==> src/rtl/demux_1xn_stripe_pkg.sv <==
// Shared constants for the 1xN byte-stripe demux: mode encodings, overflow counter
// width and saturation value, and a clog2 helper for parameter-derived widths.
package demux_1xn_stripe_pkg;

  localparam logic MODE_RR    = 1'b0;
  localparam logic MODE_FIXED = 1'b1;

  localparam int              OVF_W   = 16;
  localparam logic [OVF_W-1:0] OVF_MAX = '1;

  function automatic int clog2(input int value);
    int res = 0;
    while ((1 << res) < value) res = res + 1;
    return res;
  endfunction

endpackage

==> src/rtl/demux_1xn_stripe_lane_fifo.sv <==
// Show-ahead lane FIFO: a pushed word is visible on dout one cycle after the push edge.
// Push is ignored when full, pop when empty; full/empty come from the registered count.
module demux_lane_fifo
  import demux_1xn_stripe_pkg::*;
#(
  parameter int WIDTH = 8,
  parameter int DEPTH = 4
) (
  input  logic             clk,
  input  logic             reset_L,
  input  logic             push,
  input  logic [WIDTH-1:0] din,
  input  logic             pop,
  output logic [WIDTH-1:0] dout,
  output logic             empty,
  output logic             full
);

  localparam int            AW        = clog2(DEPTH);
  localparam logic [AW:0]   DEPTH_CNT = (AW + 1)'(DEPTH);

  logic [WIDTH-1:0] mem_q [DEPTH];
  logic [AW-1:0]    wr_ptr_q, wr_ptr_d;
  logic [AW-1:0]    rd_ptr_q, rd_ptr_d;
  logic [AW:0]      count_q, count_d;
  logic             push_ok, pop_ok;

  assign empty   = (count_q == '0);
  assign full    = (count_q == DEPTH_CNT);
  assign push_ok = push && !full;
  assign pop_ok  = pop && !empty;

  // Empty lanes drive zero so stale entries never leak onto the bus.
  assign dout = empty ? '0 : mem_q[rd_ptr_q];

  always_comb begin
    wr_ptr_d = wr_ptr_q;
    rd_ptr_d = rd_ptr_q;
    count_d  = count_q;
    if (push_ok) wr_ptr_d = wr_ptr_q + AW'(1);
    if (pop_ok)  rd_ptr_d = rd_ptr_q + AW'(1);
    unique case ({push_ok, pop_ok})
      2'b10:   count_d = count_q + (AW + 1)'(1);
      2'b01:   count_d = count_q - (AW + 1)'(1);
      default: count_d = count_q;
    endcase
  end

  always_ff @(posedge clk or negedge reset_L) begin
    if (!reset_L) begin
      wr_ptr_q <= '0;
      rd_ptr_q <= '0;
      count_q  <= '0;
    end else begin
      wr_ptr_q <= wr_ptr_d;
      rd_ptr_q <= rd_ptr_d;
      count_q  <= count_d;
    end
  end

  always_ff @(posedge clk) begin
    if (push_ok) mem_q[wr_ptr_q] <= din;
  end

endmodule

==> src/rtl/demux_1xn_stripe.sv <==
// Stripes a valid-qualified word stream across NUM_CH lane FIFOs, round-robin or to sel.
// in_ready uses only the registered full flag of the target lane (no out_ready path).
module demux_1xn_stripe
  import demux_1xn_stripe_pkg::*;
#(
  parameter  int WIDTH  = 8,
  parameter  int NUM_CH = 4,
  parameter  int DEPTH  = 4,
  localparam int SW     = clog2(NUM_CH)
) (
  input  logic                    clk,
  input  logic                    reset_L,
  input  logic                    mode,
  input  logic [SW-1:0]           sel,
  input  logic                    validIn,
  input  logic [WIDTH-1:0]        In0,
  output logic                    in_ready,
  output logic [NUM_CH*WIDTH-1:0] data_out,
  output logic [NUM_CH-1:0]       outValid,
  input  logic [NUM_CH-1:0]       out_ready,
  output logic [SW-1:0]           rr_ptr,
  output logic [OVF_W-1:0]        overflow_cnt
);

  logic [SW-1:0]     rr_ptr_q, rr_ptr_d;
  logic [OVF_W-1:0]  ovf_q, ovf_d;
  logic [SW-1:0]     tgt;
  logic [NUM_CH-1:0] push, empty, full;
  logic              accept;

  assign tgt      = (mode == MODE_FIXED) ? sel : rr_ptr_q;
  // Gate with reset so nothing is offered as accepted while the lanes are held clear.
  assign in_ready = reset_L && !full[tgt];
  assign accept   = validIn && in_ready;

  always_comb begin
    rr_ptr_d = rr_ptr_q;
    ovf_d    = ovf_q;
    if (accept && (mode == MODE_RR)) rr_ptr_d = rr_ptr_q + SW'(1);
    if (validIn && !in_ready && (ovf_q != OVF_MAX)) ovf_d = ovf_q + OVF_W'(1);
  end

  always_ff @(posedge clk or negedge reset_L) begin
    if (!reset_L) begin
      rr_ptr_q <= '0;
      ovf_q    <= '0;
    end else begin
      rr_ptr_q <= rr_ptr_d;
      ovf_q    <= ovf_d;
    end
  end

  assign rr_ptr       = rr_ptr_q;
  assign overflow_cnt = ovf_q;

  for (genvar k = 0; k < NUM_CH; k++) begin : g_lane
    assign push[k]     = accept && (tgt == SW'(k));
    assign outValid[k] = !empty[k];

    demux_lane_fifo #(
      .WIDTH (WIDTH),
      .DEPTH (DEPTH)
    ) u_fifo (
      .clk     (clk),
      .reset_L (reset_L),
      .push    (push[k]),
      .din     (In0),
      .pop     (out_ready[k]),
      .dout    (data_out[k*WIDTH +: WIDTH]),
      .empty   (empty[k]),
      .full    (full[k])
    );
  end

endmodule

==> config.mk <==
export PLATFORM = sky130hd
export DESIGN_NAME = demux_1xn_stripe
export DESIGN_NICKNAME = d
export VERILOG_FILES = /design/src/rtl/demux_1xn_stripe_pkg.sv /design/src/rtl/demux_1xn_stripe_lane_fifo.sv /design/src/rtl/demux_1xn_stripe.sv
export SDC_FILE = /design/constraint.sdc
export NUM_CORES = 1
export LEC_CHECK = 0
export ABC_AREA = 1
export BUFFER_PORTS_ARGS = -buffer_cell sky130_fd_sc_hd__buf_2
export CELL_PAD_IN_SITES_DETAIL_PLACEMENT = 1
export CELL_PAD_IN_SITES_GLOBAL_PLACEMENT = 2
export CORE_ASPECT_RATIO = 1.1
export CORE_UTILIZATION = 25
export CTS_CLUSTER_SIZE = 14
export DETAILED_ROUTE_END_ITERATION = 12
export PLACE_DENSITY_LB_ADDON = 0.25
export SYNTH_ARGS = -nofsm -noshare
export SYNTH_HDL_FRONTEND = slang
export SYNTH_SLANG_ARGS = --single-unit
==> constraint.sdc <==
create_clock -name clk -period 2.7 [get_ports clk]
set_clock_uncertainty 0.2 [all_clocks]
set_input_delay 0.27 -clock clk [delete_from_list [all_inputs] [get_ports clk]]
set_output_delay 0.27 -clock clk [all_outputs]
set_load 0.005 [all_outputs]
==> impl_metrics.env, run 1 <==
export IMPL_antenna_found_initial=0
export IMPL_yosys_area_share_simple_pct=18.81
export IMPL_setup_viol=0
export IMPL_design_area_um2=9515
export IMPL_ys_seq_elements=174
export IMPL_gp_congestion=0.7330
export IMPL_rsz0062_at_grt="false"
export IMPL_routedWlPerCell_um=15.57
export IMPL_ant_nets=0
export IMPL_layout_commonest_cell="nor2_1"
export IMPL_slew_viol_final=0
export IMPL_maxCapViolCount=0
export IMPL_syn_inst=755
export IMPL_cp_required_ps=2810
export IMPL_clk_pin_slew_worst_paths_ps=60
export IMPL_insertion_delay_ps=430
export IMPL_cts_sinks=174
export IMPL_die_height_um=189.9
export IMPL_layout_min_cycle_time_ps=2501
export IMPL_initialDrtViolationCount=177
export IMPL_critPathCaptureType="register"
export IMPL_dp_hpwl_mm=13.67
export IMPL_io_pins=73
export IMPL_ir_drop_mv=0.3504
export IMPL_grt_pass1_wl_mm=32.06
export IMPL_fillCellCount=3613
export IMPL_fin_setup_tns_ps=0
export IMPL_finalWorstSetupSlack_ps=198.6
export IMPL_syn_num_nets=798
export IMPL_postSynthAreaPerCell_um2=10.63
export IMPL_drive_above_1_share_pct=19.42
export IMPL_vias=5428
export IMPL_dp_slack_ps=144.2
export IMPL_dieArea_um2=32820
export IMPL_period_share_pct=92.64
export IMPL_cts_buffer_depth=2
export IMPL_synthAdderAreaFrac_pct=4.273
export IMPL_layout_common_cells="nor2_1 (155), edfxtp_1 (128), nand2_1 (99)"
export IMPL_worst_slew_pin_transition_ps=651.4
export IMPL_cts_max_level=4
export IMPL_finalHoldViolCount=0
export IMPL_drc=0
export IMPL_criticalPathCategory="in2reg"
export IMPL_leakage_nw=3.739
export IMPL_yosysSeqAreaShare_pct=62.25
export IMPL_synth_xor_area_share_pct=2.838
export IMPL_numCtsBuffers=17
export IMPL_via_per_inst=4.257
export IMPL_antenna_cells=0
export IMPL_core_area_um2=31480
export IMPL_holdCritPathClass="in2reg"
export IMPL_slew_headroom_pct=56.57
export IMPL_syn_area_um2=8024
export IMPL_pwr_density_cell_nw_per_um2=967.4
export IMPL_multi_input_area_um2=2640
export IMPL_final_nets=885
export IMPL_ys_types=29
export IMPL_tritoncts="done"
export IMPL_cp_max_fo=6
export IMPL_rows=68
export IMPL_track_usage_pct=12.77
export IMPL_grt_overflow=0
export IMPL_areaGrowthSynthToFinish_pct=18.59
export IMPL_clockRootBuffer="clkbuf_16"
export IMPL_io_buffers=72
export IMPL_critical_path_arrival_ps=2610
export IMPL_register_area_um2=4995
export IMPL_grt_pass1_vias=5906
export IMPL_worst_setup_path_start_kind="primary input"
export IMPL_post_dp_cell_area_um2=8900
export IMPL_first_pass_iters=7
export IMPL_initial_utilization_pct=25.49
export IMPL_die_x_um=172.8
export IMPL_fmax_mhz=399.8
export IMPL_grt_max_degree=47
export IMPL_synth_compound_area_share_pct=6.939
export IMPL_synth_area_mux_share_pct=0
export IMPL_drt_total_wl_mm=19.85
export IMPL_outcome="completed"
export IMPL_synth_top_family_by_area="simple AND/OR/NAND/NOR gates"
export IMPL_ys_warn_count=0
## synthesized netlist by cell type
| cell type | instances | area [um2] |
|---|---|---|
| nor2_8 | 1 | 20.02 |
| nand3_1 | 7 | 35.03 |
| nand3_4 | 1 | 17.52 |
| a21oi_1 | 36 | 180.2 |
| nor2_1 | 155 | 581.8 |
| nand3_2 | 5 | 50.05 |
| nor2_4 | 2 | 22.52 |
| fa_1 | 4 | 80.08 |
| inv_2 | 6 | 22.52 |
| nand2_2 | 6 | 37.54 |
| nor3_2 | 3 | 30.03 |
| o21ai_0 | 72 | 360.4 |
| o21ai_4 | 1 | 16.27 |
| nor3_1 | 7 | 35.03 |
| nand2_1 | 99 | 371.6 |
| edfxtp_1 | 128 | 3844 |
| buf_1 | 3 | 11.26 |
| ha_1 | 21 | 262.8 |
| nand2_4 | 2 | 22.52 |
| nor2_2 | 19 | 118.9 |
| buf_6 | 3 | 33.78 |
| xor2_1 | 18 | 157.7 |
| xnor2_1 | 8 | 70.07 |
| inv_1 | 70 | 262.8 |
| clkbuf_1 | 10 | 37.54 |
| nand4_1 | 13 | 81.33 |
| buf_2 | 5 | 25.02 |
| dfrtp_1 | 46 | 1151 |
| nand4_4 | 4 | 85.08 |
## sequential cells by signal (all words and copies together) (netlist names)
signal,count
g_lane.u_fifo.count_q,12
g_lane.u_fifo.mem_q,128
g_lane.u_fifo.rd_ptr_q,8
g_lane.u_fifo.wr_ptr_q,8
overflow_cnt,16
rr_ptr,2
## worst paths after layout
| check | to | slack, ps | start | cells past startpoint |
|---|---|---|---|---|
| min in group asynchronous | overflow_cnt[11]$_DFFE_PN0P_ | 430 | reset_L | 3 |
| max in group asynchronous | g_lane[1].u_fifo.rd_ptr_q[1]$_DFFE_PN0P_ | 1430 | reset_L | 3 |
| hold reg to reg | g_lane[1].u_fifo.count_q[0]$_DFFE_PN0P_ | 290 | g_lane[1].u_fifo.count_q[0]$_DFFE_PN0P_ | 1 |
| setup reg to reg | g_lane[1].u_fifo.count_q[2]$_DFFE_PN0P_ | 250 | g_lane[0].u_fifo.count_q[0]$_DFFE_PN0P_ | 11 |
| hold / removal | g_lane[0].u_fifo.rd_ptr_q[0]$_DFFE_PN0P_ | 20 | out_ready[0] | 4 |
| setup / recovery | g_lane[1].u_fifo.count_q[2]$_DFFE_PN0P_ | 200 | mode | 15 |
## cell families after synthesis
| family | after synthesis |
|---|---|
| AND/OR/NAND/NOR | 324 |
| XOR/XNOR | 26 |
| AO/OA/AOI/OAI | 109 |
| buffers and inverters | 97 |
| adder cells (fa/ha/maj) | 25 |
| flip-flops | 174 |
## worst max-delay path, cell delays in order
cell	delay (ps)
dlygate4sd3_1	530
buf_2	160
inv_4	80
nand2_2	50
nand2_2	110
nand3_2	130
inv_2	130
nor2_8	80
nand4_4	70
ha_1	150
inv_1	60
fa_1	380
a21oi_1	140
o21ai_0	110
xor2_1	150
## power breakdown
group	internal [mW]	total, mW	switching (mW)
registers	3.22	3.57	0.350
logic	1.22	3.21	1.99
clock network	1.36	2.42	1.06
total	5.80	9.20	3.40
## per-layer routing
metal | global-route usage [%] | share of wire (%) | vias up
li1 | - | - | 2674
met1 | 15.23 | 45 | 2671
met2 | 22.52 | 50 | 63
met3 | 2.858 | 3.0 | 20
met4 | 4.561 | 1.7 | 0
met5 | 0 | 0 | -
## metrics by stage
step / total power [mW] / hold WS, ps / util [%] / cells
after floorplan: 5.609 / -225.6 / - / 755
after global placement: 6.896 / 267.1 / 28.27 / 1239
after detailed placement: 6.932 / 284.5 / 28.27 / 1239
after CTS: 9.391 / 9.466 / 30.15 / 1273
after global routing: 9.931 / 49.45 / 30.23 / 1275
final: 9.205 / 20.14 / 30.23 / 1275
## cell type report
cell class / count / share of cell area, %
flip-flops and latches: 174 / 52.49
multi-input cells: 484 / 27.74
well taps: 420 / 5.523
repair buffers: 89 / 5.181
clock buffers: 18 / 4.510
inverters: 76 / 3.051
clock inverters: 14 / 1.499
## repair_timing
item                                    4_1_cts  5_1_grt
buffers inserted                              0        2
resized for setup                             0        4
hold buffers                                  2        0
hold endpoints to repair                     47        0
endpoints found under the setup margin        0        4
Power figures use the tool's default switching activity.
==> inputs of run 2 (changes only) <==
--- a/config.mk
+++ b/config.mk
@@ -13,6 +13,7 @@
 export CORE_UTILIZATION = 25
 export CTS_CLUSTER_SIZE = 14
 export DETAILED_ROUTE_END_ITERATION = 12
+export HOLD_SLACK_MARGIN = 0.15
 export PLACE_DENSITY_LB_ADDON = 0.25
 export SYNTH_ARGS = -nofsm -noshare
 export SYNTH_HDL_FRONTEND = slang
==> impl_metrics.env, run 2 (synthesis gave the netlist of run 1 again) <==
export IMPL_die_x_um=172.8
export IMPL_core_area_um2=31480
export IMPL_maxCapViolCount=0
export IMPL_cp_max_fo=6
export IMPL_design_area_um2=9656
export IMPL_track_usage_pct=12.85
export IMPL_cpPeakStageDelay_ps=530
export IMPL_grt_max_degree=47
export IMPL_period_share_pct=92.63
export IMPL_critical_path_arrival_ps=2610
export IMPL_layout_min_cycle_time_ps=2501
export IMPL_critPathCaptureType="register"
export IMPL_insertion_delay_ps=430
export IMPL_slew_headroom_pct=56.66
export IMPL_drt_total_wl_mm=20.02
export IMPL_top_register="g_lane.u_fifo.mem_q"
export IMPL_crit_start="mode"
export IMPL_via_per_inst=4.254
export IMPL_io_pins=73
export IMPL_io_buffers=72
export IMPL_tritoncts="done"
export IMPL_cts_sinks=174
export IMPL_initial_utilization_pct=25.49
export IMPL_critPathSlowestCell="dlygate4sd3_1"
export IMPL_first_pass_iters=7
export IMPL_worstRegToRegCells=11
export IMPL_grt_pass1_vias=5969
export IMPL_r2r_slack_ps=260
export IMPL_cts_buffer_depth=2
export IMPL_fmax_mhz=399.8
export IMPL_numCtsBuffers=17
export IMPL_finish_cell_count_without_fillers=1289
export IMPL_gp_congestion=0.7330
export IMPL_initialDrtViolationCount=163
export IMPL_leakage_nw=3.795
export IMPL_cp_required_ps=2810
export IMPL_slew_viol_final=0
export IMPL_cts_max_level=4
export IMPL_crit_family="buffers and inverters"
export IMPL_post_route_util_pct=30.67
export IMPL_holdCritPathClass="in2reg"
export IMPL_cp_buffers_inverters=5
export IMPL_worst_setup_path_start_kind="primary input"
export IMPL_min_path_cells=6
export IMPL_dp_cells=1239
export IMPL_rows=68
export IMPL_antenna_cells=0
export IMPL_rr_startpoint="g_lane[3].u_fifo.count_q[1]$_DFFE_PN0P_"
export IMPL_die_height_um=189.9
export IMPL_fin_setup_tns_ps=0
export IMPL_routedWlPerCell_um=15.53
export IMPL_post_dp_cell_area_um2=8900
export IMPL_ir_drop_mv=0.3509
export IMPL_total_power_mw=9.226
export IMPL_criticalPathCategory="in2reg"
export IMPL_ant_nets=0
export IMPL_layout_common_cells="nor2_1 (155), edfxtp_1 (128), nand2_1 (99)"
export IMPL_worst_slew_pin_transition_ps=650.1
export IMPL_path_cells="dlygate4sd3_1 > buf_2 > inv_4 > nand2_2 > nand2_2 > nand3_2 > inv_2 > nor2_8 > nand4_4 > ha_1 > inv_1 > fa_1 > a21oi_1 > o21ai_0 > xor2_1"
export IMPL_areaGrowthSynthToFinish_pct=20.33
export IMPL_outcome="completed"
export IMPL_vias=5483
export IMPL_min_to="g_lane[0].u_fifo.wr_ptr_q[0]$_DFFE_PN0P_"
export IMPL_layout_commonest_cell="nor2_1"
export IMPL_final_nets=899
export IMPL_worstReg2RegEnd="g_lane[1].u_fifo.count_q[2]$_DFFE_PN0P_"
export IMPL_drive_above_1_share_pct=19.10
export IMPL_clockRootBuffer="clkbuf_16"
export IMPL_dieArea_um2=32820
export IMPL_finalHoldViolCount=0
export IMPL_grt_overflow=0
export IMPL_crit_top_cell="nand2_2"
export IMPL_rsz0062_at_grt="false"
export IMPL_crit_cells=15
export IMPL_drc=0
export IMPL_hp_start="sel[1]"
export IMPL_setup_viol=0
export IMPL_grt_pass1_wl_mm=32.32
export IMPL_clk_pin_slew_worst_paths_ps=60
export IMPL_pwr_density_cell_nw_per_um2=955.5
export IMPL_largest_reg_flops=128
export IMPL_antenna_found_initial=0
export IMPL_dp_hpwl_mm=13.67
[run 2: repair_timing]
item | CTS | global route
gates resized for setup | 0 | 4
hold endpoints to repair | 190 | 0
setup endpoints to repair | 0 | 4
hold buffers | 16 | 0
setup buffers | 0 | 2
[run 2: worst max path at each step]
stage                                         endpoint  slack [ps]
2_1_floorplan  g_lane[1].u_fifo.count_q[2]$_DFFE_PN0P_         360
3_3_place_gp   g_lane[2].u_fifo.count_q[2]$_DFFE_PN0P_         210
3_5_place_dp   g_lane[0].u_fifo.count_q[2]$_DFFE_PN0P_         140
4_1_cts        g_lane[1].u_fifo.count_q[2]$_DFFE_PN0P_         100
5_1_grt        g_lane[0].u_fifo.count_q[2]$_DFFE_PN0P_          10
6_report       g_lane[1].u_fifo.count_q[2]$_DFFE_PN0P_         200
[run 2: area by class of cell]
type | instances | area [um2]
Clock buffer | 18 | 429.2
Clock inverter | 14 | 142.6
Sequential cell | 174 | 4995
Inverter | 76 | 290.3
Timing Repair Buffer | 103 | 633.1
Tap cell | 420 | 525.5
Fill cell | 3605 | 21820
Multi-Input combinational cell | 484 | 2640
[run 2: where the power goes]
group,internal (mW),leakage [nW],switching [mW]
clock,1.36,0.269,1.06
combinational,1.24,1.80,2.00
sequential,3.22,1.73,0.350
total,5.82,3.79,3.41
[run 2: through the flow]
stage          hold WS, ps  setup WS [ps]
3_3_place_gp         267.1          207.4
3_5_place_dp         284.5          144.2
5_1_grt              238.3          10.27
6_report             219.9          198.9
4_1_cts              197.9          101.8
2_1_floorplan       -225.6          363.1
[run 2: worst reg2reg max path: stages (launching register included)]
cell and delay (ps):
dfrtp_1 410, nor3_1 280, nand3_2 160, inv_2 130, nor2_8 80, nand4_4 70
ha_1 150, inv_1 60, fa_1 380, a21oi_1 140, o21ai_0 110, xor2_1 150
[run 2: layer usage]
layer  wire (um)  global-route usage, %  share of wire (%)  vias up
li1            -                      -                  -     2704
met1        8957                  15.25                 45     2691
met2       10070                  22.78                 50       68
met3         651                  2.878                3.3       20
met4         337                  4.561                1.7        0
met5           0                      0                  0        -
==> inputs of run 3 (changes only) <==
--- a/config.mk
+++ b/config.mk
@@ -5,7 +5,7 @@
 export SDC_FILE = /design/constraint.sdc
 export NUM_CORES = 1
 export LEC_CHECK = 0
-export ABC_AREA = 1
+export ABC_AREA = 0
 export BUFFER_PORTS_ARGS = -buffer_cell sky130_fd_sc_hd__buf_2
 export CELL_PAD_IN_SITES_DETAIL_PLACEMENT = 1
 export CELL_PAD_IN_SITES_GLOBAL_PLACEMENT = 2
==> constraint.sdc (replaced) <==
create_clock -name clk -period 2.1 [get_ports clk]
set_clock_uncertainty 0.2 [all_clocks]
set_input_delay 0.21 -clock clk [delete_from_list [all_inputs] [get_ports clk]]
set_output_delay 0.21 -clock clk [all_outputs]
set_load 0.005 [all_outputs]
==> impl_metrics.env, run 3 <==
export IMPL_layout_min_cycle_time_ps=2355
export IMPL_drt_total_wl_mm=17.85
export IMPL_clockRootBuffer="clkbuf_16"
export IMPL_postSynthAreaPerCell_um2=16.81
export IMPL_routedWlPerCell_um=17.24
export IMPL_rsz0062_at_grt="true"
export IMPL_synth_top_family_by_area="multiplexers"
export IMPL_io_pins=73
export IMPL_initial_utilization_pct=25.48
export IMPL_initialDrtViolationCount=214
export IMPL_largest_reg_flops=128
export IMPL_io_buffers=72
export IMPL_p_clk_share_pct=23.9
export IMPL_top_register="g_lane.u_fifo.mem_q"
export IMPL_setup_viol=56
export IMPL_synthMostInstantiatedCell="edfxtp_1"
export IMPL_fin_setup_tns_ps=-5195
export IMPL_die_height_um=184.1
export IMPL_switching_share_pct=30.35
export IMPL_p_int_mw=9.355
export IMPL_tritoncts="done"
export IMPL_grt_max_degree=34
export IMPL_synth_edff_count=128
export IMPL_layout_common_cells="edfxtp_1 (128), buf_4 (69), buf_6 (51)"
export IMPL_dp_slack_ps=-357.5
export IMPL_ant_nets=0
export IMPL_rows=66
export IMPL_finalWorstSetupSlack_ps=-254.5
export IMPL_seqPwrFrac_pct=34.5
export IMPL_fmax_mhz=424.7
export IMPL_holdCritPathClass="in2reg"
export IMPL_criticalPathCategory="reg2out"
export IMPL_cts_max_level=4
export IMPL_outcome="finished, violations left"
export IMPL_synth_top_cell_area_share_pct=51.03
export IMPL_areaGrowthSynthToFinish_pct=42.18
export IMPL_synth_xor_area_share_pct=4.867
export IMPL_grt_pass1_wl_mm=28.12
export IMPL_final_nets=691
export IMPL_ys_types=45
export IMPL_yosysSeqAreaShare_pct=66.31
export IMPL_vias=4372
export IMPL_drive_above_1_share_pct=52.95
export IMPL_gp_congestion=0.7566
export IMPL_synth_top_area_cell="edfxtp_1"
export IMPL_ir_drop_mv=0.5349
export IMPL_core_area_um2=29560
export IMPL_leakage_nw=4.195
export IMPL_p_sw_mw=4.077
export IMPL_period_share_pct=112.1
export IMPL_synth_compound_area_share_pct=0.8804
export IMPL_layout_commonest_cell="edfxtp_1"
export IMPL_grt_overflow=0
export IMPL_numCtsBuffers=17
export IMPL_ys_seq_elements=174
export IMPL_clk_pin_slew_worst_paths_ps=70
export IMPL_dp_hpwl_mm=12.09
export IMPL_cp_max_fo=3
export IMPL_synth_area_top_cells="edfxtp_1 (51%), dfrtp_1 (15%), mux4_2 (9.6%)"
export IMPL_dieArea_um2=30830
export IMPL_slew_viol_final=0
export IMPL_design_area_um2=10710
export IMPL_antenna_cells=0
export IMPL_insertion_delay_ps=420
export IMPL_synth_area_mux_share_pct=11.00
export IMPL_pwr_density_cell_nw_per_um2=1254
export IMPL_synth_ff_type="edfxtp_1"
export IMPL_ys_warn_count=0
export IMPL_pwr_share_comb_pct=41.6
export IMPL_drc=0
export IMPL_syn_num_nets=491
export IMPL_yosys_area_share_simple_pct=10.20
export IMPL_syn_inst=448
export IMPL_synthAdderAreaFrac_pct=4.551
export IMPL_cts_sinks=174
export IMPL_min_path_cells=5
export IMPL_worst_setup_path_start_kind="register"
export IMPL_first_pass_iters=4
export IMPL_worstRegToRegCells=6
export IMPL_maxCapViolCount=0
export IMPL_finalHoldViolCount=0
export IMPL_via_per_inst=4.224
export IMPL_die_x_um=167.5
export IMPL_grt_pass1_vias=4983
export IMPL_cp_required_ps=1690
export IMPL_syn_area_um2=7532
export IMPL_ys_top_cells_by_count="edfxtp_1 (128), and2_1 (52), dfrtp_1 (46)"
export IMPL_critical_path_arrival_ps=1940
export IMPL_antenna_found_initial=0
export IMPL_post_dp_cell_area_um2=9119
export IMPL_track_usage_pct=12.22
export IMPL_worst_slew_pin_transition_ps=470.8
export IMPL_slew_headroom_pct=68.61
export IMPL_critPathCaptureType="output port"
export IMPL_synthArstFlopShare_pct=26.44
export IMPL_cts_buffer_depth=2
export IMPL_violations="setup timing"
## run 3: cell types whose count changed in the layout (fill, tap and decap cells not counted), moves of 51 or more
cell     change
nand2_1     -85
o21ai_0     -70
nor2_1     -149
inv_1       -51
buf_6       +51
buf_4       +54
## run 3: critical path: stages, from the launching register on
cell      delay [ps]
dfrtp_2          430
buf_6            130
mux2i_4          200
mux2i_2          270
o2111a_2         300
buf_6            110
buf_6             80
## run 3: power groups by stage
stage	Sequential [mW]	Combinational (mW)	Clock (mW)
6_report	4.64	5.59	3.20
5_1_grt	4.71	6.11	3.41
4_1_cts	4.64	5.23	3.30
3_5_place_dp	4.69	4.07	0
3_3_place_gp	4.64	3.94	0
2_1_floorplan	4.51	2.42	0
## run 3: per-stage QoR
step                total power, mW  instances  hold WS, ps  util [%]
floorplan                     6.929        448       -285.6         -
detailed placement            8.756        956        77.08     30.84
finish                        13.43       1035        178.1     36.22
global placement              8.577        956        97.60     30.84
CTS                           13.17       1023        71.21     35.42
global route                  14.24       1035        204.2     36.22
## run 3: cell type report
class	instances	area (um2)
Inverter	24	90.09
Tap cell	374	467.9
Clock inverter	14	178.9
Multi-Input combinational cell	235	2765
Clock buffer	18	429.2
Fill cell	3017	18850
Sequential cell	174	4997
Timing Repair Buffer	196	1780
## run 3: worst paths after layout
kind,startpoint,end,slack [ps]
setup / recovery,rr_ptr[0]$_DFFE_PN0P_,in_ready,-250
hold / removal,reset_L,g_lane[0].u_fifo.wr_ptr_q[0]$_DFFE_PN0P_,180
setup reg to reg,g_lane[1].u_fifo.count_q[0]$_DFFE_PN0P_,overflow_cnt[15]$_DFFE_PN0P_,-250
hold reg to reg,g_lane[1].u_fifo.count_q[2]$_DFFE_PN0P_,g_lane[1].u_fifo.count_q[2]$_DFFE_PN0P_,290
max in group asynchronous,reset_L,g_lane[2].u_fifo.rd_ptr_q[1]$_DFFE_PN0P_,870
min in group asynchronous,reset_L,overflow_cnt[11]$_DFFE_PN0P_,310
## run 3: routing by layer
layer / vias to the layer above / GRT usage (%) / part of all wire, %
li1: 2046 / - / -
met1: 2245 / 14.79 / 44
met2: 75 / 21.67 / 52
met3: 6 / 3.014 / 3.3
met4: 0 / 3.046 / 0.56
met5: - / 0 / 0
## run 3: repair_timing
| action | 4_1_cts | 5_1_grt |
|---|---|---|
| gates cloned | 1 | 0 |
| resized for setup | 100 | 50 |
| setup endpoints to repair | 89 | 111 |
| hold endpoints to repair | 187 | 2 |
| buffers inserted | 20 | 16 |
| hold buffers | 14 | 1 |
| pin swaps | 50 | 34 |
## run 3: cell families after synthesis
kind of cell / count (synthesis)
mux: 41
simple gates: 118
flops: 174
buf+inv: 39
fa+ha+maj: 25
xor+xnor: 41
compound gates: 10
